$ cat src/rtl/id_ex_fwd_stage_pkg.sv
// rtl/id_ex_fwd_stage_pkg.sv - shared constants and NOP field bundle for the ID/EX stage
package id_ex_fwd_stage_pkg;

  localparam logic [31:0] ZeroWord = 32'h0000_0000;
  localparam logic [6:0]  ALOPI    = 7'b0010011;
  localparam logic [2:0]  ADDI     = 3'b000;

  // Decoded fields of the canonical NOP (addi x0, x0, 0)
  typedef struct packed {
    logic [6:0] ins_type;
    logic [2:0] ins_details;
    logic       ins_diff;
  } nop_fields_t;

  localparam nop_fields_t NopFields = '{ins_type: ALOPI, ins_details: ADDI, ins_diff: 1'b0};

endpackage

$ cat src/rtl/id_ex_fwd_stage_fwd_select.sv
// rtl/id_ex_fwd_stage_fwd_select.sv - priority forwarding mux for one source operand
module fwd_select #(
  parameter int NUM_FWD = 2,
  parameter int XLEN    = 32,
  parameter int RA_W    = 5
) (
  input  logic [RA_W-1:0]         src_addr,
  input  logic [XLEN-1:0]         src_data,
  input  logic [NUM_FWD-1:0]      fwd_en,
  input  logic [NUM_FWD*RA_W-1:0] fwd_addr,
  input  logic [NUM_FWD*XLEN-1:0] fwd_data,
  output logic [XLEN-1:0]         data
);

  // Walk buses from oldest to youngest so the lowest matching index wins; x0 never forwards
  always_comb begin
    data = src_data;
    for (int j = NUM_FWD - 1; j >= 0; j--) begin
      if (fwd_en[j] && (src_addr != '0) && (fwd_addr[j*RA_W +: RA_W] == src_addr)) begin
        data = fwd_data[j*XLEN +: XLEN];
      end
    end
  end

endmodule

$ cat src/rtl/id_ex_fwd_stage.sv
// rtl/id_ex_fwd_stage.sv - ID/EX pipeline register with operand forwarding and load-use bubbles
module id_ex_fwd_stage
  import id_ex_fwd_stage_pkg::*;
#(
  parameter int XLEN    = 32,
  parameter int NUM_SRC = 2,
  parameter int NUM_FWD = 2,
  parameter int RA_W    = 5,
  parameter int TYPE_W  = 7,
  parameter int DET_W   = 3
) (
  input  logic                    clk_in,
  input  logic                    rst_in,
  input  logic                    rdy_in,
  input  logic                    clear,
  input  logic                    stall_in,
  input  logic [NUM_FWD-1:0]      fwd_en,
  input  logic [NUM_FWD*RA_W-1:0] fwd_addr,
  input  logic [NUM_FWD*XLEN-1:0] fwd_data,
  input  logic                    fwd0_is_load,
  input  logic                    in_valid,
  input  logic [XLEN-1:0]         pc,
  input  logic [XLEN-1:0]         imm,
  input  logic [NUM_SRC*RA_W-1:0] src_addr,
  input  logic [NUM_SRC*XLEN-1:0] src_data,
  input  logic [RA_W-1:0]         rd_addr,
  input  logic [TYPE_W-1:0]       ins_type,
  input  logic [DET_W-1:0]        ins_details,
  input  logic                    ins_diff,
  output logic                    out_valid,
  output logic [XLEN-1:0]         out_pc,
  output logic [XLEN-1:0]         out_imm,
  output logic [NUM_SRC*XLEN-1:0] out_src_data,
  output logic [RA_W-1:0]         out_rd_addr,
  output logic [TYPE_W-1:0]       out_ins_type,
  output logic [DET_W-1:0]        out_ins_details,
  output logic                    out_ins_diff,
  output logic                    load_use_stall
);

  logic [NUM_SRC*RA_W-1:0] src_addr_q;
  logic [NUM_SRC*XLEN-1:0] cap_data;
  logic [NUM_SRC*XLEN-1:0] ref_data;
  logic                    hazard;
  logic                    src_hit;

  // Capture path resolves incoming operands; refresh path re-resolves held operands by stored address
  for (genvar i = 0; i < NUM_SRC; i++) begin : g_src
    fwd_select #(.NUM_FWD(NUM_FWD), .XLEN(XLEN), .RA_W(RA_W)) u_cap (
      .src_addr (src_addr[i*RA_W +: RA_W]),
      .src_data (src_data[i*XLEN +: XLEN]),
      .fwd_en   (fwd_en),
      .fwd_addr (fwd_addr),
      .fwd_data (fwd_data),
      .data     (cap_data[i*XLEN +: XLEN])
    );
    fwd_select #(.NUM_FWD(NUM_FWD), .XLEN(XLEN), .RA_W(RA_W)) u_ref (
      .src_addr (src_addr_q[i*RA_W +: RA_W]),
      .src_data (out_src_data[i*XLEN +: XLEN]),
      .fwd_en   (fwd_en),
      .fwd_addr (fwd_addr),
      .fwd_data (fwd_data),
      .data     (ref_data[i*XLEN +: XLEN])
    );
  end

  // Load-use hazard: a non-x0 source needs the value an in-flight load on bus 0 has not produced yet
  always_comb begin
    src_hit = 1'b0;
    for (int i = 0; i < NUM_SRC; i++) begin
      if ((src_addr[i*RA_W +: RA_W] != '0) && (src_addr[i*RA_W +: RA_W] == fwd_addr[RA_W-1:0])) begin
        src_hit = 1'b1;
      end
    end
    hazard = in_valid && fwd_en[0] && fwd0_is_load && src_hit;
  end

  assign load_use_stall = hazard;

  // Pipeline register: clear > freeze > stall with refresh > bubble > capture
  always_ff @(posedge clk_in or posedge rst_in) begin
    if (rst_in) begin
      out_valid       <= 1'b0;
      out_pc          <= XLEN'(ZeroWord);
      out_imm         <= XLEN'(ZeroWord);
      out_src_data    <= '0;
      src_addr_q      <= '0;
      out_rd_addr     <= '0;
      out_ins_type    <= TYPE_W'(NopFields.ins_type);
      out_ins_details <= DET_W'(NopFields.ins_details);
      out_ins_diff    <= NopFields.ins_diff;
    end else if (clear || (rdy_in && !stall_in && hazard)) begin
      out_valid       <= 1'b0;
      out_pc          <= XLEN'(ZeroWord);
      out_imm         <= XLEN'(ZeroWord);
      out_src_data    <= '0;
      src_addr_q      <= '0;
      out_rd_addr     <= '0;
      out_ins_type    <= TYPE_W'(NopFields.ins_type);
      out_ins_details <= DET_W'(NopFields.ins_details);
      out_ins_diff    <= NopFields.ins_diff;
    end else if (!rdy_in) begin
      out_valid <= out_valid;
    end else if (stall_in) begin
      out_src_data <= ref_data;
    end else begin
      out_valid       <= in_valid;
      out_pc          <= pc;
      out_imm         <= imm;
      out_src_data    <= cap_data;
      src_addr_q      <= src_addr;
      out_rd_addr     <= rd_addr;
      out_ins_type    <= ins_type;
      out_ins_details <= ins_details;
      out_ins_diff    <= ins_diff;
    end
  end

endmodule

$ cat config.mk
export PLATFORM = sky130hd
export DESIGN_NAME = id_ex_fwd_stage
export DESIGN_NICKNAME = d
export VERILOG_FILES = /design/src/rtl/id_ex_fwd_stage_pkg.sv /design/src/rtl/id_ex_fwd_stage_fwd_select.sv /design/src/rtl/id_ex_fwd_stage.sv
export SDC_FILE = /design/constraint.sdc
export NUM_CORES = 1
export LEC_CHECK = 0
export BUFFER_PORTS_ARGS = -buffer_cell sky130_fd_sc_hd__buf_2
export CAP_MARGIN = 25
export CORE_ASPECT_RATIO = 0.7
export CORE_MARGIN = 4
export CORE_UTILIZATION = 38
export DETAILED_ROUTE_END_ITERATION = 12
export PLACE_DENSITY = 0.67
export SLEW_MARGIN = 25
export SYNTH_ARGS = -nofsm -noshare
export SYNTH_HDL_FRONTEND = slang
export SYNTH_SLANG_ARGS = --single-unit
$ cat constraint.sdc
create_clock -name clk_in -period 13.75 [get_ports clk_in]
set_input_delay 3.4375 -clock clk_in [delete_from_list [all_inputs] [get_ports clk_in]]
set_output_delay 3.4375 -clock clk_in [all_outputs]
set_load 0.005 [all_outputs]
==> metrics.md, run 1 <==
| Metric | Value |
|---|---|
| Cell taking the most area after synthesis | dfrtp_1 |
| Critical path class | in2out |
| # DRC | 0 |
| Die width | 184 um |
| Peak supply drop | 0.0726 mV |
| Final Util | 0.520 |
| Max FO, Critical Path | 4 |
| Post-Place Setup Slack | 5.41 ns |
| Core area | 0.0210 mm^2 |
| Number of vias per cell | 5.46 |
| Post-cts resize count | 0 |
| Mean Syn Cell Area | 9.30 um^2 |
| Placement Cell Area | 0.0103 mm^2 |
| CP Launch Type | primary input |
| I/O Pins | 383 |
| Grt total ovfl | 0 |
| Cts bufs inserted | 17 |
| # fillers | 1988 |
| Async S/R FF share, synth | 1.00 |
| Critical Path AT | 4.89 ns |
| Post-DP HPWL | 21.6 mm |
| Layout cell share with drive strength beyond 1 | 0.409 |
| Number of synthesized flops with an enable pin | 0 |
| Worst Path Required | 10.31 ns |
| Worst hold start | out_ins_type[0] |
| Slew headroom | 0.298 |
| Largest cells by area after synthesis | dfrtp_1 46%, nand2_1 8.4%, o32ai_1 6.6% |
| Port bufs | 382 |
| Sequential area share after synthesis | 0.470 |
| CTS tree | built |
| Clk Latency, worst-skew pair | 0.43 ns |
| Fin crit period | 8.33 ns |
| Reg-to-reg startpoint | src_addr_q[4] |
| Final setup violation count | 0 |
| Hold Path Class | reg2reg |
| Die footprint | 0.0242 mm^2 |
| DR vias | 8259 |
| H-tree depth reported by CTS | 4 |
| Final setup TNS | 0 ns |
| FF+latch count, synth | 155 |
| Pins Over Slew Limit | 0 |
| Gp weighted congestion | 0.865 |
| Rows | 44 |
| Design area | 0.0109 mm^2 |
| CTS sink cnt | 155 |
| Max Cap Violations | 0 |
| Initial core utilization | 0.393 |
| First-pass GRT wire length | 48.0 mm |
| Post-CTS Setup Repair Bufs | 0 |
| Clock Skews | 0.00460 ns |
| Worst-Margin Slew | 1.05 ns |
| Yosys top cell area share | 0.461 |
| Clk root buf | clkbuf_16 |
| Endpoint class of the critical path | primary output |
| Hold Fails Final Rpt | 0 |
| Routed WL | 30.9 mm |
| Area grow syn2layout | 32.5% |
| Initial antenna violation count | 2 |
| Vias in the first global route | 8616 |
| Synth unique cells | 44 |
| Run status | completed |
| CTS Buffer Depth | 2 |
| Largest net degree at the start of global routing | 93 |
| Final period util | 0.606 |
| Total iterations of the first detailed-routing run | 5 |
| PD cells | 109 mW/mm^2 |
| RSZ-0062 raised after global routing | false |
| 1st-iter DRT viols | 478 |
| Total track usage | 0.251 |
| Yosys Warn Count | 0 |
| Mapped Cells | 888 |
| Ys flop type | dfrtp_1 |
| Die Ht | 131 um |
| Worst setup margin | 5.42 ns |
| Hold_buf cts | 0 |
| Max frequency | 0.120 GHz |
| Syn Nets | 1125 |
| Final #Nets | 1459 |
| P_leak | 0.00521 uW |
| WL/cell | 20.4 um |
| Antenna Nets Post-Route | 0 |
| WHS | 0.487 ns |
| Cell area after synthesis | 0.00826 mm^2 |
| Reg clk slew, reported paths | 0.06 ns |
| Crit path from | src_addr[0] |
placed cells by master, fill, tap and decap left out, types with 3 or more instances in the layout:
cell type,n
a21oi_1,88
a21oi_4,4
buf_2,382
buf_4,12
clkbuf_16,17
clkinvlp_4,3
dfrtp_1,152
dfstp_2,3
diode_2,3
inv_1,34
inv_6,6
mux2_2,31
nand2_1,184
nand2b_1,32
nand3_1,6
nand4_1,6
nor2_1,39
nor4_1,3
o21ai_0,31
o221ai_1,7
o221ai_2,25
o22ai_1,32
o32ai_1,62
or4_1,3
xnor2_1,35
xor2_1,5
state kept, by name, summed over array words and instances (netlist names):
signal / cells
out_ins_diff: 1
out_imm: 32
src_addr_q: 10
out_ins_details: 3
out_pc: 32
out_rd_addr: 5
out_ins_type: 7
out_valid: 1
out_src_data: 64
worst paths after layout:
path                               endpoint  slack (ns)  cells past startpoint
hold reg to reg             out_ins_type[0]        0.49                      2
max in group asynchronous  out_src_data[20]        9.13                      3
hold / removal              out_ins_type[0]        0.49                      2
min in group asynchronous  out_src_data[18]        3.12                      2
setup reg to reg           out_src_data[26]       10.45                      8
setup / recovery             load_use_stall        5.42                      6
power breakdown:
group          switching (uW)  leakage (uW)  internal, uW  total (uW)
registers                17.1       0.00206           484         502
clock network             208      0.000280           272         480
logic                     124       0.00287          90.8         215
routing by layer:
metal,GRT usage,routed length [um],up-vias
li1,-,-,3829
met1,0.327,12900,4021
met2,0.396,14500,369
met3,0.0801,2810,40
met4,0.0817,658,0
met5,0,0,-
through the flow:
stage          total power [uW]  std cells
6_report                   1200       1514
5_1_grt                    1250       1513
2_1_floorplan               620        888
3_3_place_gp                722       1477
4_1_cts                    1210       1510
3_5_place_dp                724       1478
cells by family (layout without fill, tap and decap cells):
logic type | count (synthesis) | count (layout) | share of synthesized area
buffers and inverters | 116 | 463 | 0.0606
and+or+nand+nor | 280 | 280 | 0.145
xor gates and xnor gates | 40 | 40 | 0.0424
other | 0 | 3 | 0
DFF | 155 | 155 | 0.470
AOI/OAI and AO/OA | 265 | 265 | 0.239
muxes | 32 | 32 | 0.0436
cells in the mapped netlist (2+ instances only):
cell      instances
nand3_1           6
nor2_1           40
or4_1             3
dfstp_2           3
a21o_1            2
o221ai_2         25
nand2b_1         32
o21ai_0          31
nand4_1           6
o211ai_2          2
buf_2            13
o211ai_1          2
inv_1            35
clkbuf_1         60
a21oi_1          90
o221ai_1          7
buf_6             6
xnor2_1          35
nor4_1            3
o32ai_1          62
o22ai_1          32
nand2_1         184
o21a_1            2
o32ai_2           2
xor2_1            5
dfrtp_1         152
mux2_2           31
critical path, stage by stage:
cell and delay (ns):
buf_2 0.13, or4_1 0.56, o211ai_2 0.29, o22ai_2 0.18, nor2b_1 0.16, buf_2 0.14
final cells by class:
type                            count  area (um^2)  area share
Tap cell                          276          345      0.0316
Timing Repair Buffer              396         2040       0.186
Clock inverter                     14          160      0.0146
Clock buffer                       18          429      0.0392
Antenna cell                        3         7.51    0.000686
Sequential cell                   155         3880       0.355
Multi-Input combinational cell    617         3940       0.360
Inverter                           35          136      0.0125
Note: power is estimated with default switching activity, not from simulation.
==> run 2, diff against run 1 <==
PLACE_DENSITY = 0.7   (was 0.67)
clock period = 7.5 ns   (was 13.75 ns; I/O delays follow)
==> metrics.md, run 2 (synthesized netlist as in run 1, its figures left out) <==
| Metric | Value |
|---|---|
| Run status | completed |
| Count of non-filler cells in the finished layout | 1511 |
| Hold_buf cts | 0 |
| Reg clk slew, reported paths | 0.06 ns |
| RSZ-0062 raised after global routing | false |
| Worst setup margin | 2.27 ns |
| Grt met3 use | 0.0796 |
| Final setup violation count | 0 |
| Final #Nets | 1457 |
| Port bufs | 382 |
| Peak supply drop | 0.121 mV |
| P_leak | 0.00519 uW |
| First-pass GRT wire length | 47.1 mm |
| Most frequent cells in the layout | 382 x buf_2, 184 x nand2_1, 152 x dfrtp_1, 88 x a21oi_1, 62 x o32ai_1 |
| Initial core utilization | 0.393 |
| Largest regs | out_src_data: 64 flops, out_imm: 32 flops, out_pc: 32 flops |
| Area grow syn2layout | 32.0% |
| Max reg flops | 64 |
| Largest net degree at the start of global routing | 98 |
| # fillers | 1976 |
| Grt met1 use | 0.327 |
| Die Ht | 131 um |
| Fin crit period | 5.23 ns |
| DR vias | 8193 |
| Biggest register | out_src_data |
| Gr busiest metal | met2 |
| Number of vias per cell | 5.42 |
| Pins Over Slew Limit | 0 |
| Clock Skews | 0.00748 ns |
| H-tree depth reported by CTS | 4 |
| Max frequency | 0.191 GHz |
| WHS | 0.487 ns |
| Cts bufs inserted | 17 |
| Die width | 184 um |
| Worst-Margin Slew | 1.04 ns |
| Clk Latency, worst-skew pair | 0.43 ns |
| Hold Fails Final Rpt | 0 |
| Max FO, Critical Path | 4 |
| Die footprint | 0.0242 mm^2 |
| Total track usage | 0.244 |
| Worst Path Required | 5.62 ns |
| Post-cts resize count | 0 |
| CTS Buffer Depth | 2 |
| Hold Path Class | reg2reg |
| # DRC | 0 |
| Post-Place Setup Slack | 2.26 ns |
| Critical path class | in2out |
| Post-CTS Setup Repair Bufs | 0 |
| Grt met2 use | 0.377 |
| Rows | 44 |
| Total iterations of the first detailed-routing run | 4 |
| Critical Path AT | 3.35 ns |
| Gp weighted congestion | 0.881 |
| Routed WL | 30.5 mm |
| Initial antenna violation count | 7 |
| Final setup TNS | 0 ns |
| Final Util | 0.518 |
| PD cells | 198 mW/mm^2 |
| Vias in the first global route | 8453 |
| CP Launch Type | primary input |
| WL/cell | 20.2 um |
| Slew headroom | 0.309 |
| I/O Pins | 383 |
| Grt total ovfl | 0 |
| Placed insts | 1476 |
| 1st-iter DRT viols | 482 |
| Final period util | 0.697 |
| CTS tree | built |
| Layout cell share with drive strength beyond 1 | 0.407 |
| Post-DP HPWL | 21.2 mm |
| Clk root buf | clkbuf_16 |
| Commonest non-fill, non-tap cell in the layout | buf_2 |
| Core area | 0.0210 mm^2 |
| Antenna Nets Post-Route | 0 |
| Endpoint class of the critical path | primary output |
| CTS sink cnt | 155 |
| Max Cap Violations | 0 |
==> run 2: per-layer routing <==
metal,up-vias,part of all wire
met4,10,0.023
met3,50,0.091
met1,3946,0.42
met5,-,0.0025
met2,362,0.46
li1,3825,-
==> run 2: layout make-up <==
class | instances | area (um^2) | share of cell area
Tap cell | 276 | 345 | 0.0317
Inverter | 35 | 136 | 0.0125
Clock inverter | 12 | 114 | 0.0104
Timing Repair Buffer | 394 | 2020 | 0.186
Antenna cell | 2 | 5.00 | 0.000459
Multi-Input combinational cell | 617 | 3950 | 0.362
Sequential cell | 155 | 3880 | 0.356
Clock buffer | 20 | 447 | 0.0410
==> run 2: where the power goes <==
group | internal, uW | leakage [uW] | switching (uW) | total [uW]
clock | 469 | 0.000269 | 373 | 842
combinational | 167 | 0.00286 | 226 | 392
sequential | 888 | 0.00206 | 31.2 | 920
total | 1520 | 0.00519 | 630 | 2150
==> run 2: through the flow <==
step                      instance area (um^2)  total power (uW)
after detailed placement                 10300              1330
final                                    10900              2150
after CTS                                10900              2170
after floorplan                           8260              1140
after global routing                     10900              2260
after global placement                   10300              1320
==> run 2: path summary, 6_finish.rpt <==
path                       slack, ns                to  cells past startpoint             from
max                             2.27    load_use_stall                      6      src_addr[0]
min                             0.49   out_ins_type[0]                      2  out_ins_type[0]
max reg2reg                     4.29  out_src_data[20]                      8    src_addr_q[2]
min reg2reg                     0.49   out_ins_type[0]                      2  out_ins_type[0]
max in group asynchronous       4.48  out_src_data[62]                      3           rst_in
min in group asynchronous       1.60  out_src_data[45]                      2           rst_in
==> run 2: worst max-delay path, cell delays in order <==
cell      delay, ns
buf_2          0.13
or4_1          0.56
o211ai_2       0.30
o22ai_2        0.18
nor2b_1        0.16
buf_2          0.14
==> run 3, diff against run 2 <==
ABC_AREA = 1   (was unset)
PLACE_DENSITY = 0.66   (was 0.7)
clock period = 4.4 ns   (was 7.5 ns; I/O delays follow)
==> metrics.md, run 3 <==
| Metric | Value |
|---|---|
| Run status | completed |
| Clock Skews | 0.0109 ns |
| CTS Buffer Depth | 2 |
| Worst path cell trace | buf_2 -> inv_2 -> nand2_1 -> nand2_1 -> nor2_1 -> nand3_2 -> a21boi_0 -> buf_2 |
| Hold Path Class | reg2reg |
| Mean Syn Cell Area | 6.22 um^2 |
| Clk root buf | clkbuf_16 |
| Biggest register | out_src_data |
| Gp weighted congestion | 0.880 |
| Pwr Total | 4170 uW |
| Peak supply drop | 0.288 mV |
| Endpoint class of the critical path | primary output |
| I/O Pins | 383 |
| Max incr delay on CP | 0.25 ns |
| Final setup violation count | 0 |
| Yosys Warn Count | 0 |
| Routed WL | 46.0 mm |
| Reg-to-reg startpoint | src_addr_q[4] |
| Design area | 0.0136 mm^2 |
| Worst Path Required | 3.30 ns |
| Cts bufs inserted | 17 |
| Clk pwr share | 0.370 |
| Post-cts resize count | 0 |
| Commonest cells in the netlist | 688 x nand2_1, 281 x nor2_1, 241 x nand3_1, 152 x dfrtp_1, 102 x inv_1 |
| Hold Fails Final Rpt | 0 |
| First-pass GRT wire length | 69.2 mm |
| Count leader, synth | nand2_1 |
| Net Sw Frac | 0.340 |
| Commonest non-fill, non-tap cell in the layout | nand2_1 |
| Die footprint | 0.0320 mm^2 |
| Sequential area share after synthesis | 0.351 |
| Worst-Margin Slew | 1.00 ns |
| Initial antenna violation count | 7 |
| Cell area after synthesis | 0.0111 mm^2 |
| Area grow syn2layout | 23.0% |
| Max FO, Critical Path | 6 |
| Number of vias per cell | 5.13 |
| Die width | 212 um |
| Final setup TNS | 0 ns |
| Rows | 51 |
| P_leak | 0.00805 uW |
| Async S/R FF share, synth | 1.00 |
| CTS tree | built |
| 1st-iter DRT viols | 1059 |
| Syn Nets | 2017 |
| Largest cells by area after synthesis | dfrtp_1 34%, nand2_1 23%, nand3_1 11% |
| Crit path from | fwd_addr[0] |
| Reg clk slew, reported paths | 0.07 ns |
| Initial core utilization | 0.392 |
| Reg2Reg Setup Slack | 1.42 ns |
| PD cells | 306 mW/mm^2 |
| Ys flop type | dfrtp_1 |
| Antenna Nets Post-Route | 0 |
| Clk Latency, worst-skew pair | 0.44 ns |
| CTS sink cnt | 155 |
| Reg power frac | 0.390 |
| Logic pwr share | 0.239 |
| Mapped Cells | 1780 |
| Worst hold start | out_src_data[16] |
| Hold_buf cts | 0 |
| Max reg flops | 64 |
| Vias in the first global route | 11877 |
| Internal power | 2750 uW |
| Largest net degree at the start of global routing | 98 |
| Total iterations of the first detailed-routing run | 5 |
| Grt total ovfl | 0 |
| Final period util | 0.755 |
| Slowest cell on the critical path | a21boi_0 |
| Most frequent cells in the layout | 688 x nand2_1, 382 x buf_2, 280 x nor2_1, 239 x nand3_1, 152 x dfrtp_1 |
| WL/cell | 18.6 um |
| Max Cap Violations | 0 |
| Final Util | 0.482 |
| Critical Path AT | 2.22 ns |
| Fin crit period | 3.32 ns |
| Post-CTS Setup Repair Bufs | 0 |
| Port bufs | 382 |
| Placement Cell Area | 0.0130 mm^2 |
| Core area | 0.0283 mm^2 |
| Final #Nets | 2319 |
| Post-DP HPWL | 31.9 mm |
| Critical path class | in2out |
| H-tree depth reported by CTS | 4 |
| Pins Over Slew Limit | 0 |
| RSZ-0062 raised after global routing | false |
| Total track usage | 0.278 |
| Synth unique cells | 32 |
| Die Ht | 151 um |
| Sw power | 1420 uW |
| Yosys top cell area share | 0.343 |
| WHS | 0.481 ns |
| Number of synthesized flops with an enable pin | 0 |
| FF+latch count, synth | 155 |
| Largest regs | out_src_data: 64 flops, out_imm: 32 flops, out_pc: 32 flops |
| DR vias | 12666 |
| # DRC | 0 |
| Slew headroom | 0.329 |
| Cell taking the most area after synthesis | dfrtp_1 |
| Max frequency | 0.301 GHz |
| CP Launch Type | primary input |
| # fillers | 2984 |
| Layout cell share with drive strength beyond 1 | 0.247 |
-- run 3: cell types whose count changed after synthesis, moves of 39 or more --
cell | before | now
nand3_1 | 6 | 241
nand2_1 | 184 | 688
nand3_2 | 0 | 42
inv_1 | 35 | 102
o32ai_1 | 62 | 0
buf_2 | 13 | 52
nor2_1 | 40 | 281
-- run 3: worst paths after layout --
path / endpoint / depth (start not counted)
setup / recovery: load_use_stall / 8
hold / removal: out_src_data[16] / 2
hold reg to reg: out_src_data[16] / 2
min in group asynchronous: out_imm[14] / 2
max in group asynchronous: out_ins_type[0] / 3
setup reg to reg: out_src_data[22] / 10
-- run 3: power by group through the flow --
stage	Clock [uW]	Sequential (uW)	Combinational [uW]
after floorplan	0	1650	543
after global placement	0	1650	990
after detailed placement	0	1650	998
after CTS	1580	1630	1000
after global routing	1630	1640	1120
final	1540	1630	998
-- run 3: stage by stage --
step | std cells | setup WS, ns
floorplan | 1780 | 1.34
global placement | 2433 | 0.783
detailed placement | 2434 | 0.745
CTS | 2464 | 1.13
global route | 2467 | 0.918
finish | 2468 | 1.08
-- run 3: kinds of logic (layout without fill, tap and decap cells) --
| group | count (synthesis) | count (layout) | synth area share |
|---|---|---|---|
| buf+inv | 236 | 549 | 0.101 |
| other cells | 0 | 4 | 0 |
| simple gates | 1275 | 1275 | 0.492 |
| compound gates | 104 | 104 | 0.0480 |
| flops | 155 | 155 | 0.351 |
| xor+xnor | 10 | 10 | 0.00859 |
-- run 3: cell type report --
| class | count | area (um^2) | area share |
|---|---|---|---|
| Sequential cell | 155 | 3880 | 0.285 |
| Inverter | 115 | 438 | 0.0321 |
| Timing Repair Buffer | 404 | 2130 | 0.156 |
| Antenna cell | 4 | 10.0 | 0.000735 |
| Clock inverter | 13 | 161 | 0.0118 |
| Clock buffer | 17 | 425 | 0.0312 |
| Multi-Input combinational cell | 1389 | 6120 | 0.449 |
| Tap cell | 371 | 464 | 0.0341 |
-- run 3: per-layer routing --
metal	part of all wire	vias up	wire length, um	GRT usage
li1	-	6148	-	-
met1	0.42	5836	19300	0.373
met2	0.46	619	21000	0.437
met3	0.10	57	4650	0.0818
met4	0.021	6	977	0.0820
met5	0.00089	-	41	0
-- run 3: critical path, delay by kind of cell --
family	cells	cell delay (ns)
buffers and inverters	3	0.39
AOI/OAI and AO/OA	1	0.25
and+or+nand+nor	4	0.47
